[src/rtl/rv32i_pkg.sv]
// Shared RV32I definitions: opcodes, funct7 values, ALU codes, immediate
// formats and the DE/EX pipeline slot layout.
package rv32i_pkg;

    localparam logic [6:0] OPC_LUI    = 7'b0110111;
    localparam logic [6:0] OPC_AUIPC  = 7'b0010111;
    localparam logic [6:0] OPC_JAL    = 7'b1101111;
    localparam logic [6:0] OPC_JALR   = 7'b1100111;
    localparam logic [6:0] OPC_BRANCH = 7'b1100011;
    localparam logic [6:0] OPC_LOAD   = 7'b0000011;
    localparam logic [6:0] OPC_STORE  = 7'b0100011;
    localparam logic [6:0] OPC_OP_IMM = 7'b0010011;
    localparam logic [6:0] OPC_OP     = 7'b0110011;
    localparam logic [6:0] OPC_FENCE  = 7'b0001111;
    localparam logic [6:0] OPC_SYSTEM = 7'b1110011;

    localparam logic [6:0] FUNCT7_BASE = 7'b0000000;
    localparam logic [6:0] FUNCT7_ALT  = 7'b0100000;

    localparam logic [31:0] INSN_ECALL  = 32'h0000_0073;
    localparam logic [31:0] INSN_EBREAK = 32'h0010_0073;

    typedef enum logic [3:0] {
        ALU_ADD    = 4'd0,
        ALU_SUB    = 4'd1,
        ALU_SLL    = 4'd2,
        ALU_SLT    = 4'd3,
        ALU_SLTU   = 4'd4,
        ALU_XOR    = 4'd5,
        ALU_SRL    = 4'd6,
        ALU_SRA    = 4'd7,
        ALU_OR     = 4'd8,
        ALU_AND    = 4'd9,
        ALU_PASS_B = 4'd10
    } alu_op_e;

    typedef enum logic [2:0] {
        IMM_NONE,
        IMM_I,
        IMM_S,
        IMM_B,
        IMM_U,
        IMM_J
    } imm_fmt_e;

    // One DE/EX slot; all-zero is a bubble.
    typedef struct packed {
        logic        valid;
        logic [31:0] pc;
        logic [4:0]  rs1;
        logic [4:0]  rs2;
        logic [4:0]  rd;
        logic [31:0] imm;
        logic [2:0]  funct3;
        alu_op_e     alu_op;
        logic        src_a_pc;
        logic        src_b_imm;
        logic        reg_we;
        logic        mem_re;
        logic        mem_we;
        logic        branch;
        logic        jump;
        logic        illegal;
    } de_t;

    // ALU op selected by funct3 for the base (funct7 = 0) OP/OP-IMM encodings.
    function automatic alu_op_e base_alu_op(input logic [2:0] funct3);
        case (funct3)
            3'b000:  return ALU_ADD;
            3'b001:  return ALU_SLL;
            3'b010:  return ALU_SLT;
            3'b011:  return ALU_SLTU;
            3'b100:  return ALU_XOR;
            3'b101:  return ALU_SRL;
            3'b110:  return ALU_OR;
            default: return ALU_AND;
        endcase
    endfunction

endpackage

[src/rtl/decode_imm_gen.sv]
// Immediate generator: sign-extends the immediate of the selected format.
module imm_gen
    import rv32i_pkg::*;
(
    input  logic [31:0] insn,
    input  imm_fmt_e    fmt,
    output logic [31:0] imm
);

    // Opcode bits carry no immediate data.
    logic unused_opcode;
    assign unused_opcode = ^insn[6:0];

    // Reassemble the scattered immediate fields for each format.
    always_comb begin
        imm = '0;
        case (fmt)
            IMM_I: imm = {{20{insn[31]}}, insn[31:20]};
            IMM_S: imm = {{20{insn[31]}}, insn[31:25], insn[11:7]};
            IMM_B: imm = {{19{insn[31]}}, insn[31], insn[7], insn[30:25], insn[11:8], 1'b0};
            IMM_U: imm = {insn[31:12], 12'b0};
            IMM_J: imm = {{11{insn[31]}}, insn[31], insn[19:12], insn[20], insn[30:21], 1'b0};
            default: imm = '0;
        endcase
    end

endmodule

[src/rtl/decode.sv]
// RV32I decode stage: decodes the fetch word, detects load-use hazards and
// registers the result into the DE/EX slot.
//
// Flow control: the slot advances on every posedge unless ex_stall is high,
// in which case it holds and redirect/load-use are ignored. pc_ex_valid kills
// the current word (bubble). A load-use hazard loads a bubble and raises
// stall_req for that one cycle so fetch re-presents the same word.
module decode
    import rv32i_pkg::*;
#(
    parameter int XLEN           = 32,
    parameter bit NOP_ON_ILLEGAL = 1'b1
) (
    input  logic            clk,
    input  logic            rst_n,
    input  logic [31:0]     insn,
    input  logic [XLEN-1:0] pc_de,
    input  logic            ex_stall,
    input  logic            pc_ex_valid,
    output logic            stall_req,
    output logic [4:0]      rf_rs1_addr,
    output logic [4:0]      rf_rs2_addr,
    output logic            de_valid,
    output logic [XLEN-1:0] de_pc,
    output logic [4:0]      de_rs1,
    output logic [4:0]      de_rs2,
    output logic [4:0]      de_rd,
    output logic [31:0]     de_imm,
    output logic [2:0]      de_funct3,
    output logic [3:0]      de_alu_op,
    output logic            de_src_a_pc,
    output logic            de_src_b_imm,
    output logic            de_reg_we,
    output logic            de_mem_re,
    output logic            de_mem_we,
    output logic            de_branch,
    output logic            de_jump,
    output logic            de_illegal
);

    logic [6:0]  opcode;
    logic [2:0]  funct3;
    logic [6:0]  funct7;
    logic [4:0]  rs1;
    logic [4:0]  rs2;
    logic [4:0]  rd;
    de_t         dec;
    de_t         de_d;
    de_t         de_q;
    imm_fmt_e    fmt;
    logic [31:0] imm;
    logic        illegal;
    logic        uses_rs1;
    logic        uses_rs2;
    logic        load_use;

    assign opcode = insn[6:0];
    assign rd     = insn[11:7];
    assign funct3 = insn[14:12];
    assign rs1    = insn[19:15];
    assign rs2    = insn[24:20];
    assign funct7 = insn[31:25];

    assign rf_rs1_addr = rs1;
    assign rf_rs2_addr = rs2;

    imm_gen u_imm_gen (
        .insn (insn),
        .fmt  (fmt),
        .imm  (imm)
    );

    // Opcode classification: controls, immediate format, operand usage, legality.
    // ALU B takes the immediate for every class whose ALU result uses it.
    always_comb begin
        dec        = '0;
        dec.pc     = pc_de;
        dec.rs1    = rs1;
        dec.rs2    = rs2;
        dec.rd     = rd;
        dec.funct3 = funct3;
        dec.alu_op = ALU_ADD;
        fmt        = IMM_NONE;
        illegal    = 1'b0;
        uses_rs1   = 1'b1;
        uses_rs2   = 1'b0;
        case (opcode)
            OPC_LUI: begin
                dec.alu_op    = ALU_PASS_B;
                dec.src_b_imm = 1'b1;
                dec.reg_we    = 1'b1;
                fmt           = IMM_U;
                uses_rs1      = 1'b0;
            end
            OPC_AUIPC: begin
                dec.src_a_pc  = 1'b1;
                dec.src_b_imm = 1'b1;
                dec.reg_we    = 1'b1;
                fmt           = IMM_U;
                uses_rs1      = 1'b0;
            end
            OPC_JAL: begin
                dec.jump      = 1'b1;
                dec.src_a_pc  = 1'b1;
                dec.src_b_imm = 1'b1;
                dec.reg_we    = 1'b1;
                fmt           = IMM_J;
                uses_rs1      = 1'b0;
            end
            OPC_JALR: begin
                dec.jump      = 1'b1;
                dec.src_b_imm = 1'b1;
                dec.reg_we    = 1'b1;
                fmt           = IMM_I;
                illegal       = (funct3 != 3'b000);
            end
            OPC_BRANCH: begin
                dec.branch = 1'b1;
                fmt        = IMM_B;
                uses_rs2   = 1'b1;
                illegal    = (funct3 == 3'b010) || (funct3 == 3'b011);
            end
            OPC_LOAD: begin
                dec.mem_re    = 1'b1;
                dec.src_b_imm = 1'b1;
                dec.reg_we    = 1'b1;
                fmt           = IMM_I;
                illegal       = (funct3 == 3'b011) || (funct3 == 3'b110) || (funct3 == 3'b111);
            end
            OPC_STORE: begin
                dec.mem_we    = 1'b1;
                dec.src_b_imm = 1'b1;
                fmt           = IMM_S;
                uses_rs2      = 1'b1;
                illegal       = (funct3 > 3'b010);
            end
            OPC_OP_IMM: begin
                dec.src_b_imm = 1'b1;
                dec.reg_we    = 1'b1;
                dec.alu_op    = base_alu_op(funct3);
                fmt           = IMM_I;
                if (funct3 == 3'b001) begin
                    illegal = (funct7 != FUNCT7_BASE);
                end else if (funct3 == 3'b101) begin
                    if (funct7 == FUNCT7_ALT) begin
                        dec.alu_op = ALU_SRA;
                    end else begin
                        illegal = (funct7 != FUNCT7_BASE);
                    end
                end
            end
            OPC_OP: begin
                dec.reg_we = 1'b1;
                uses_rs2   = 1'b1;
                if (funct7 == FUNCT7_BASE) begin
                    dec.alu_op = base_alu_op(funct3);
                end else if (funct7 == FUNCT7_ALT && funct3 == 3'b000) begin
                    dec.alu_op = ALU_SUB;
                end else if (funct7 == FUNCT7_ALT && funct3 == 3'b101) begin
                    dec.alu_op = ALU_SRA;
                end else begin
                    illegal = 1'b1;
                end
            end
            OPC_FENCE: begin
                illegal = 1'b0;
            end
            OPC_SYSTEM: begin
                illegal = (insn != INSN_ECALL) && (insn != INSN_EBREAK);
            end
            default: begin
                illegal = 1'b1;
            end
        endcase
        // x0 is never written.
        if (rd == 5'd0) begin
            dec.reg_we = 1'b0;
        end
    end

    // Candidate slot contents: attach the immediate and apply illegal handling.
    always_comb begin
        de_d       = dec;
        de_d.imm   = imm;
        de_d.valid = 1'b1;
        if (illegal) begin
            if (NOP_ON_ILLEGAL) begin
                de_d         = '0;
                de_d.illegal = 1'b1;
            end else begin
                de_d.alu_op    = ALU_ADD;
                de_d.src_a_pc  = 1'b0;
                de_d.src_b_imm = 1'b0;
                de_d.reg_we    = 1'b0;
                de_d.mem_re    = 1'b0;
                de_d.mem_we    = 1'b0;
                de_d.branch    = 1'b0;
                de_d.jump      = 1'b0;
                de_d.illegal   = 1'b1;
            end
        end
    end

    // Hazard: the load in the slot writes a register this word reads.
    always_comb begin
        load_use = de_q.valid && de_q.mem_re && (de_q.rd != 5'd0) &&
                   ((uses_rs1 && (rs1 == de_q.rd)) || (uses_rs2 && (rs2 == de_q.rd)));
        stall_req = rst_n && load_use && !pc_ex_valid && !ex_stall;
    end

    // DE/EX slot: reset > execute stall > redirect > load-use > advance.
    always_ff @(posedge clk) begin
        if (!rst_n) begin
            de_q <= '0;
        end else if (ex_stall) begin
            de_q <= de_q;
        end else if (pc_ex_valid || load_use) begin
            de_q <= '0;
        end else begin
            de_q <= de_d;
        end
    end

    assign de_valid     = de_q.valid;
    assign de_pc        = de_q.pc;
    assign de_rs1       = de_q.rs1;
    assign de_rs2       = de_q.rs2;
    assign de_rd        = de_q.rd;
    assign de_imm       = de_q.imm;
    assign de_funct3    = de_q.funct3;
    assign de_alu_op    = de_q.alu_op;
    assign de_src_a_pc  = de_q.src_a_pc;
    assign de_src_b_imm = de_q.src_b_imm;
    assign de_reg_we    = de_q.reg_we;
    assign de_mem_re    = de_q.mem_re;
    assign de_mem_we    = de_q.mem_we;
    assign de_branch    = de_q.branch;
    assign de_jump      = de_q.jump;
    assign de_illegal   = de_q.illegal;

endmodule

[config.mk]
export PLATFORM = sky130hd
export DESIGN_NAME = decode
export DESIGN_NICKNAME = d
export VERILOG_FILES = /design/src/rtl/rv32i_pkg.sv /design/src/rtl/decode_imm_gen.sv /design/src/rtl/decode.sv
export SDC_FILE = /design/constraint.sdc
export NUM_CORES = 1
export LEC_CHECK = 0
export CAP_MARGIN = 20
export CELL_PAD_IN_SITES_DETAIL_PLACEMENT = 1
export CELL_PAD_IN_SITES_GLOBAL_PLACEMENT = 1
export CORE_MARGIN = 2
export CORE_UTILIZATION = 30
export CTS_CLUSTER_DIAMETER = 120
export DETAILED_ROUTE_END_ITERATION = 12
export GPL_TIMING_DRIVEN = 0
export PLACE_DENSITY = 0.82
export SYNTH_ARGS = -nofsm -noshare
export SYNTH_HDL_FRONTEND = slang
export SYNTH_SLANG_ARGS = --single-unit
[constraint.sdc]
create_clock -name clk -period 3.3 [get_ports clk]
set_clock_uncertainty 0.05 [all_clocks]
set_input_delay 0.66 -clock clk [delete_from_list [all_inputs] [get_ports clk]]
set_output_delay 0.66 -clock clk [all_outputs]
set_load 0.01 [all_outputs]
=== Word-level counts from Yosys, hierarchy flattened ===
Cells that the tools add are included.
W data, S select, Z words.

* Reductions and logical operators: 33
* Muxes and demuxes: 29
* Add/sub/neg operators: 0
* Eq/ne operators: 28
* Bitwise logic cells: 0
* Divide/modulo/power cells: 0
* Multiply operators: 0
* $lt $le $gt $ge: 1
* Shift-type cells: 0

{| class="wikitable"
|+ Operators with widths
! kind !! count
|-
| $mux W95 || 2
|-
| $pmux W32 S5 || 1
|-
| $ne A32 B21 Y1 const B || 1
|-
| $ne A32 B7 Y1 const B || 1
|-
| $eq A7 B6 Y1 const B || 4
|-
| $eq A7 B7 Y1 const B || 4
|-
| $pmux W4 S7 || 1
|-
| $eq A3 B3 Y1 const B || 6
|-
| $mux W1 || 16
|-
| $mux W4 || 4
|-
| $pmux W3 S5 || 1
|-
| $eq A7 B5 Y1 const B || 2
|-
| $reduce_or A7 Y1 || 2
|-
| $eq A3 B2 Y1 const B || 4
|-
| $pmux W4 S3 || 1
|-
| $logic_and A1 B1 Y1 || 11
|-
| $eq A5 B5 Y1 || 2
|-
| $reduce_or A3 Y1 || 3
|-
| $pmux W1 S8 || 1
|-
| $eq A7 B2 Y1 const B || 1
|-
| $eq A7 B4 Y1 const B || 1
|-
| $logic_not A7 Y1 || 1
|-
| $reduce_bool A7 Y1 || 1
|-
| $eq A3 B1 Y1 const B || 2
|-
| other kinds (10) || 18
|}

* Bits in latches: 0
* Bits in writable memories: 0
* Register bits: 95
* Bits of input ports: 68
* Output and inout bits: 106
* Memories kept: 0
* Word-level logic and storage cells: 107
* ROM bits: 0

=== Depth between registers and ports, before layout ===
Gate-level depths: netlist of run 1.

* Word-level depth: 9
* Depth in mapped cells: 10
* Mapped depth without buffers: 6

=== By module ===
From an unflattened synthesis of run 1, not the netlist that was laid out.

* Cell total of the unflattened synthesis: 419
* Area, all modules: 4,250.3 um^2

{| class="wikitable"
|+ By module, submodules not included
! module !! seq. area each (um^2) !! cells an instance !! instances !! area each (um^2)
|-
| decode || 1,901.8 || 349 || 1 || 3,718.6
|-
| imm_gen || 0.0 || 70 || 1 || 531.8
|}

=== Worst setup path before layout of run 1 ===
Ideal clock, no wire load.

* Kind: input to register
* Start point: input port insn[2]
* End point: register de_q (netlist bit de_pc[10])
* Slack: 764 ps
* Library setup time: 117 ps
* Buffers on the path: 4
* Stages: 9
* Data arrival time: 2,369 ps
* Data required time: 3,133 ps
* Path through: clkbuf_1 or3_1 a2111oi_1 a311oi_2 and4_1 buf_4 buf_6 buf_6 a22o_1

* Longest elaborated chain between the ends: 8
* Elaborated cells between the ends (all ways): 27
* Classes of those cells: eq/ne: 13; mux: 5; reduce/logical: 9

{| class="wikitable"
|+ Ends and longest elaborated chain
! what !! RTL line !! RTL
|-
| start: declaration || decode.sv:16 || <nowiki>input logic [31:0] insn,</nowiki>
|-
| branches (longest 7 deep; another with $mux W95) || -- ||
|-
| $mux W95 (*) || decode.sv:217 || <nowiki>end else if (pc_ex_valid || load_use) begin</nowiki>
|-
| end signal: assignment || decode.sv:216 || <nowiki>de_q <= de_q;</nowiki>
|-
| end: declaration || decode.sv:49 || <nowiki>de_t de_q;</nowiki>
|}

Mark *: on every way between the ends.
A chain may end at the register's enable or synchronous reset.

=== Worst setup path after layout of run 1 ===
* Start point: input port insn[6]
* End point: output port stall_req

* Longest elaborated chain between the ends: 9
* Elaborated cells between the ends (all ways): 17
* Classes of those cells: eq/ne: 6; mux: 2; reduce/logical: 9

{| class="wikitable"
|+ Ends and longest elaborated chain
! what !! RTL line !! RTL
|-
| $eq A7 B7 Y1 (tied with other cells) || decode.sv:87 || <nowiki>case (opcode)</nowiki>
|-
| $reduce_or A3 Y1 (no line) || -- ||
|-
| $mux W1 || decode.sv:87 ||
|-
| $logic_and A1 B1 Y1 || decode.sv:207 || <nowiki>((uses_rs1 && (rs1 == de_q.rd)) || (uses_rs2 && (rs2 == de_q.rd)));</nowiki>
|-
| $logic_or A1 B1 Y1 (*) || decode.sv:207 ||
|-
| $logic_and A1 B1 Y1 (*) || decode.sv:206 || <nowiki>load_use = de_q.valid && de_q.mem_re && (de_q.rd != 5'd0) &&</nowiki>
|-
| $logic_and A1 B1 Y1 (*) (3 in a row) || decode.sv:208 || <nowiki>stall_req = rst_n && load_use && !pc_ex_valid && !ex_stall;</nowiki>
|-
| end: declaration || decode.sv:20 || <nowiki>output logic stall_req,</nowiki>
|}

Mark *: on every way between the ends. The rest lies on a longest branch, timed or not.

==> results of run 1 <==
## metal layers
metal,up-vias,routed length (um),GRT usage [%]
met5,-,0,0
met4,0,165,6.63
met3,10,879,4.83
met2,144,7950,39.7
met1,2015,6850,28.5
li1,1933,-,-
## worst max path at each step
stage             from    endpoint  slack (ns)  cells past startpoint
2_1_floorplan  insn[2]   de_pc[10]        0.76                      9
5_1_grt        insn[4]   stall_req        0.03                      8
3_3_place_gp   insn[3]   stall_req       -0.38                      8
3_5_place_dp   insn[3]   stall_req       -0.38                      8
4_1_cts        insn[4]  de_imm[28]        0.02                      8
6_report       insn[6]   stall_req        0.15                      7
## state kept, by name, summed over array words and instances, names as in the netlist, 3 cells and up
name	cells
de_imm	32
de_pc	32
de_rd	5
de_rs1	5
de_rs2	5
de_alu_op	4
de_funct3	3
## per-stage QoR
step | power, mW | setup WS [ns] | cells | util [%] | instance area [sq um]
floorplan | 1.28 | 0.764 | 429 | - | 3910
global placement | 1.44 | -0.381 | 771 | 46.0 | 5830
detailed placement | 1.45 | -0.377 | 771 | 46.0 | 5830
CTS | 2.51 | 0.0203 | 789 | 48.7 | 6170
global route | 2.58 | 0.0346 | 791 | 48.9 | 6190
finish | 2.49 | 0.148 | 791 | 48.9 | 6190
## cell type report
type | count | area (sq um) | share of cell area, %
clock buffers | 10 | 229 | 3.70
flip-flops and latches | 95 | 1900 | 30.7
plain buffers | 44 | 245 | 3.96
well taps | 172 | 215 | 3.47
clock inverters | 6 | 68.8 | 1.11
multi-input cells | 284 | 1790 | 28.9
repair buffers | 174 | 1720 | 27.8
inverters | 6 | 22.5 | 0.364
## cells by family after synthesis
kind of cell | count (synthesis) | share of synthesized area [%]
AO/OA/AOI/OAI | 154 | 27.7
XOR/XNOR | 11 | 2.46
buffers and inverters | 50 | 6.68
flip-flops | 95 | 48.6
multiplexers | 2 | 0.543
AND/OR/NAND/NOR | 117 | 14.1
## report_power, final
group | internal (mW) | switching, mW
registers | 1.15 | 0.00391
clock network | 0.592 | 0.472
logic | 0.129 | 0.139
## worst min-delay path, cell delays in order (launching register included)
cell and delay, ns:
dfxtp_1 0.31, nand2_1 0.05, o31ai_1 0.06
## cells in the final DEF (no fill, tap or decap), types with 4 or more instances in the layout
master and count:
a22oi_1 6, nand2_1 49, o31ai_1 4, nor3_1 7
buf_4 17, nand2b_1 6, o21ai_1 6, dlygate4sd2_1 10
inv_1 6, clkdlybuf4s50_1 159, clkbuf_16 9, a32o_1 8
a22o_1 51, xnor2_1 8, nand4_1 5, dfxtp_1 95
a21oi_1 29, nor2_1 24, clkbuf_1 22, o21ai_0 32
buf_2 4, nand3_1 4
## timing repair
action,4_1_cts,5_1_grt
setup endpoints to repair,1,51
setup buffers,2,2
pin swaps,3,1
resized for setup,23,3
==> impl_metrics.csv, run 1 <==
group,metric,value,unit
placement,dp_hpwl,12100,um
setup_path,max_stage_delay,0.52,ns
clock_tree,cts_made_buffers,9,
sta,relSlewSlack,40.1,%
global_route,grt_pass1_vias,4350,
global_route,grt.overflow.total,0,
layout,fillers,1465,
sta,totalNegativeSetupSlack,0,ns
detailed_routing,vias,4102,
worst_hold_path,hold_depth,2,
logic_synthesis,synth_top_area_share,48.6,%
sta,setup_violations,0,
layout,area_growth,58.2,%
sta,max_freq,317,MHz
detailed_routing,drc_errors,0,
logic_synthesis,synthCells,429,
logic_synthesis,synth_edf_count,0,
floorplan,placementRows,41,
run_status,status,"finished clean",
layout,drive_gt1_share,8.40,%
clock_tree,cts.path.max_buffers,2,
sta,timing.final.crit_period,3.15,ns
clock_tree,path_clk_slew,0.06,ns
logic_synthesis,ys_warn_count,0,
logic_synthesis,syn_area,3910,sq um
logic_synthesis,ys_async_sr_fraction,0,%
setup_path,path_buf_inv,2,
logic_synthesis,synthTopCellsByArea,"dfxtp_1 (49%), a22o_1 (11%), nand2_1 (4.7%)",
flow_run,drv_cap,0,
sta,fin_crit_sh,95.5,%
sta,finalHoldViolCount,0,
logic_synthesis,avgSynthCellArea,9.12,sq um
logic_synthesis,ys_seq_elements,95,
layout,num_antenna_cells,0,
setup_path,cp_data_arrival_time,2.44,ns
worst_hold_path,hp-class,"reg -> reg",
logic_synthesis,ys.flop_type,"dfxtp_1",
clock_tree,hold_buffers,0,
setup_path,path_cells,"clkdlybuf4s50_1 > or3b_4 > a21oi_4 > nor4_2 > nor2_1 > nor2_1 > dlygate4sd2_1",
setup_path,crit_fanout,6,
sta,worst_slew_pin_slew,0.891,ns
placement,gp_congestion,0.858,
setup_path,crit_required,2.59,ns
logic_synthesis,synthTopCellsByCount,"dfxtp_1 (95), a22o_1 (51), nand2_1 (49)",
sta,slew_viol_final,0,
sta,fin_hold_ws,0.408,ns
clock_tree,h-tree-depth,3,
setup_path,endpoint_kind,"primary output",
floorplan,die_h,118,um
setup_path,reg2regPathDepth,10,
setup_path,start_kind,"input pin",
logic_synthesis,synth_fp_nets,497,
setup_path,r2r_end,"de_pc[10]",
sta,rsz0062_at_grt,"false",
clock_tree,cts_root_buf,"clkbuf_16",
clock_tree,insertion_delay,0.35,ns
detailed_routing,wl_per_cell,20.0,um
detailed_routing,via_per_inst,5.19,
detailed_routing,drt_wl_total,15800,um
detailed_routing,detail-route-antenna-nets,0,
placement,port-buffer-count,170,
setup_path,crit_type,"in -> out",
setup_path,timing.rr.start,"de_rd[1]",
floorplan,dieArea,14000,sq um
global_route,grt_pass1_wl,25100,um
worst_hold_path,hold_end,"de_src_a_pc",
logic_synthesis,yosysTopAreaCell,"dfxtp_1",
floorplan,coreArea,12700,sq um
setup_path,critPathTopFamily,"buffers and inverters",
setup_path,critPathSlowestCell,"clkdlybuf4s50_1",
global_route,grt_max_degree,17,
clock_tree,cts_tree,"yes",
global_route,track_usage,22.9,%
detailed_routing,drt_iter0_drc,188,
power,power_density,402,nW/um^2
clock_tree,cts_sinks,95,
layout,nets,682,
power,ir_worst_vdd,182,uV
global_route,grt_antenna_before_repair,0,
power,p_leak,2.22,nW
floorplan,die_w,118,um
setup_path,r2r_slack,0.82,ns
floorplan,start_util,30.9,%
logic_synthesis,ys_seq_area_share,48.6,%
detailed_routing,drtPass1Iterations,4,
worst_hold_path,hp-start,"de_src_a_pc",
logic_synthesis,synth.most_common_cell,"dfxtp_1",
floorplan,io_pins,174,
setup_path,cp_common_cell,"nor2_1",
logic_synthesis,yosysUniqueCellTypes,46,
(Power assumes the default switching activity.)
==> inputs of run 2 (changes only) <==
==> config.mk (replaced) <==
export PLATFORM = sky130hd
export DESIGN_NAME = decode
export DESIGN_NICKNAME = d
export VERILOG_FILES = /design/src/rtl/rv32i_pkg.sv /design/src/rtl/decode_imm_gen.sv /design/src/rtl/decode.sv
export SDC_FILE = /design/constraint.sdc
export NUM_CORES = 1
export LEC_CHECK = 0
export CAP_MARGIN = 20
export CELL_PAD_IN_SITES_DETAIL_PLACEMENT = 0
export CELL_PAD_IN_SITES_GLOBAL_PLACEMENT = 2
export CORE_MARGIN = 2
export CORE_UTILIZATION = 21
export DETAILED_ROUTE_END_ITERATION = 12
export GPL_TIMING_DRIVEN = 0
export PLACE_DENSITY = 0.77
export SYNTH_ARGS = -nofsm -noshare
export SYNTH_HDL_FRONTEND = slang
export SYNTH_SLANG_ARGS = --single-unit
==> constraint.sdc (replaced) <==
create_clock -name clk -period 2.5 [get_ports clk]
set_clock_uncertainty 0.05 [all_clocks]
set_input_delay 0.5 -clock clk [delete_from_list [all_inputs] [get_ports clk]]
set_output_delay 0.5 -clock clk [all_outputs]
set_load 0.01 [all_outputs]
==> run 2 against run 1 <==
Effect of this change: the run now ends with setup timing left; setup slack worse by 0.16 ns; sequential share of layout area down 1.7 points; core utilization down 13 points; sequential cell count unchanged; clock-buffer cell count up 3; cell count up 8.6%; non-clock buffer count up 12; total power up 34%; critical path type is now reg -> out; largest power group unchanged.
==> impl_metrics.csv, run 2 (synthesized netlist as in run 1, its figures left out) <==
group,metric,value,unit
run_status,status,"finished, violations left",
run_status,violations,"setup timing",
placement,dp_hpwl,11900,um
layout,final_cell_mix,"clkdlybuf4s50_1 (141), dfxtp_1 (91), a22o_1 (51)",
setup_path,crit_fanout,2,
placement,gp_congestion,0.819,
layout,area_growth,68.5,%
detailed_routing,drt_iter0_drc,219,
floorplan,die_w,141,um
floorplan,io_pins,174,
sta,relSlewSlack,62.1,%
sta,timing.final.crit_period,2.51,ns
sta,setup_violations,1,
layout,fillers,1879,
power,clkPwrFrac,42.9,%
power,p_int,2.53,mW
setup_path,crit_type,"reg -> out",
floorplan,die_h,141,um
clock_tree,h-tree-depth,3,
worst_hold_path,hp-class,"reg -> reg",
floorplan,start_util,21.6,%
clock_tree,cts_made_buffers,9,
sta,max_freq,399,MHz
clock_tree,cts_root_buf,"clkbuf_16",
layout,final_core_util,36.3,%
power,p_leak,2.41,nW
global_route,grt_max_degree,15,
detailed_routing,drtPass1Iterations,4,
placement,place_ws,-0.911,ns
placement,dp_cells,828,
floorplan,coreArea,18100,sq um
layout,nets,694,
sta,fin_hold_ws,0.401,ns
detailed_routing,detail-route-antenna-nets,0,
global_route,grt.overflow.total,0,
power,pwr-share-seq,45.7,%
global_route,track_usage,16.0,%
global_route,grt_antenna_before_repair,0,
power,switching_share,24.1,%
clock_tree,cts.path.max_buffers,2,
floorplan,dieArea,19700,sq um
power,combPwrFrac,11.4,%
setup_path,cp_data_arrival_time,1.96,ns
sta,rsz0062_at_grt,"true",
global_route,grt_pass1_vias,4068,
power,p_sw,805,uW
layout,drive_gt1_share,17.1,%
sta,worst_slew_pin_slew,0.566,ns
detailed_routing,via_per_inst,4.70,
sta,finalWorstSetupSlack,-0.00794,ns
layout,final_common_cell,"clkdlybuf4s50_1",
layout,design_area,6600,sq um
detailed_routing,drc_errors,0,
global_route,grt_pass1_wl,24100,um
clock_tree,cts_tree,"yes",
setup_path,endpoint_kind,"primary output",
clock_tree,insertion_delay,0.35,ns
detailed_routing,vias,4036,
detailed_routing,drt_wl_total,16000,um
detailed_routing,wl_per_cell,18.6,um
placement,placed_area,5900,sq um
clock_tree,path_clk_slew,0.07,ns
layout,num_antenna_cells,0,
power,ir_worst_vdd,275,uV
setup_path,start_kind,"flop",
power,fin_total_pwr,3.33,mW
power,power_density,506,nW/um^2
clock_tree,hold_buffers,0,
placement,port-buffer-count,170,
floorplan,placementRows,49,
sta,fin_crit_sh,100,%
sta,totalNegativeSetupSlack,-0.00794,ns
sta,finalHoldViolCount,0,
clock_tree,cts_sinks,95,
flow_run,drv_cap,0,
setup_path,crit_required,1.95,ns
sta,slew_viol_final,0,
layout,fin_cells,859,
==> run 2: worst max-delay path, cell delays in order, from the launching register on <==
cell      delay, ns
dfxtp_4        0.34
or4_4          0.52
o211ai_1       0.29
nor4_2         0.11
nor2_1         0.15
nor2_1         0.06
buf_2          0.14
==> run 2: layout make-up <==
type	count	area (sq um)	share of cell area [%]
Tap cell	229	287	4.34
Clock buffer	13	260	3.95
Buffer	43	323	4.89
Clock inverter	2	38.8	0.588
Inverter	6	22.5	0.341
Multi-Input combinational cell	284	1940	29.3
Timing Repair Buffer	187	1820	27.5
Sequential cell	95	1910	29.0
==> run 2: layer usage <==
layer / track usage [%] / part of all wire, %
met5: 0 / 0
met4: 4.63 / 1.2
met3: 3.76 / 5.5
met2: 27.0 / 47
met1: 20.5 / 46
==> run 2: path summary, 6_finish.rpt <==
check / start / endpoint / slack [ns] / cells past startpoint
worst max-delay path: de_rd[1] / stall_req / -0.008 / 6
worst min-delay path: de_imm[27] / de_imm[27] / 0.40 / 2
worst max register to register: de_rd[4] / de_imm[9] / 0.09 / 10
worst min register to register: de_imm[27] / de_imm[27] / 0.40 / 2
==> run 2: power by group through the flow <==
stage / Sequential [mW] / Combinational (mW) / Clock [mW]
finish: 1.52 / 0.381 / 1.43
global route: 1.52 / 0.409 / 1.54
CTS: 1.52 / 0.375 / 1.47
detailed placement: 1.56 / 0.352 / 0
global placement: 1.56 / 0.353 / 0
floorplan: 1.56 / 0.133 / 0
==> run 2: what timing repair did <==
item,CTS,global route
buffers inserted,15,2
resized for setup,102,44
hold endpoints to repair,0,0
pin swaps,16,12
cloned,1,1
setup endpoints to repair,96,94
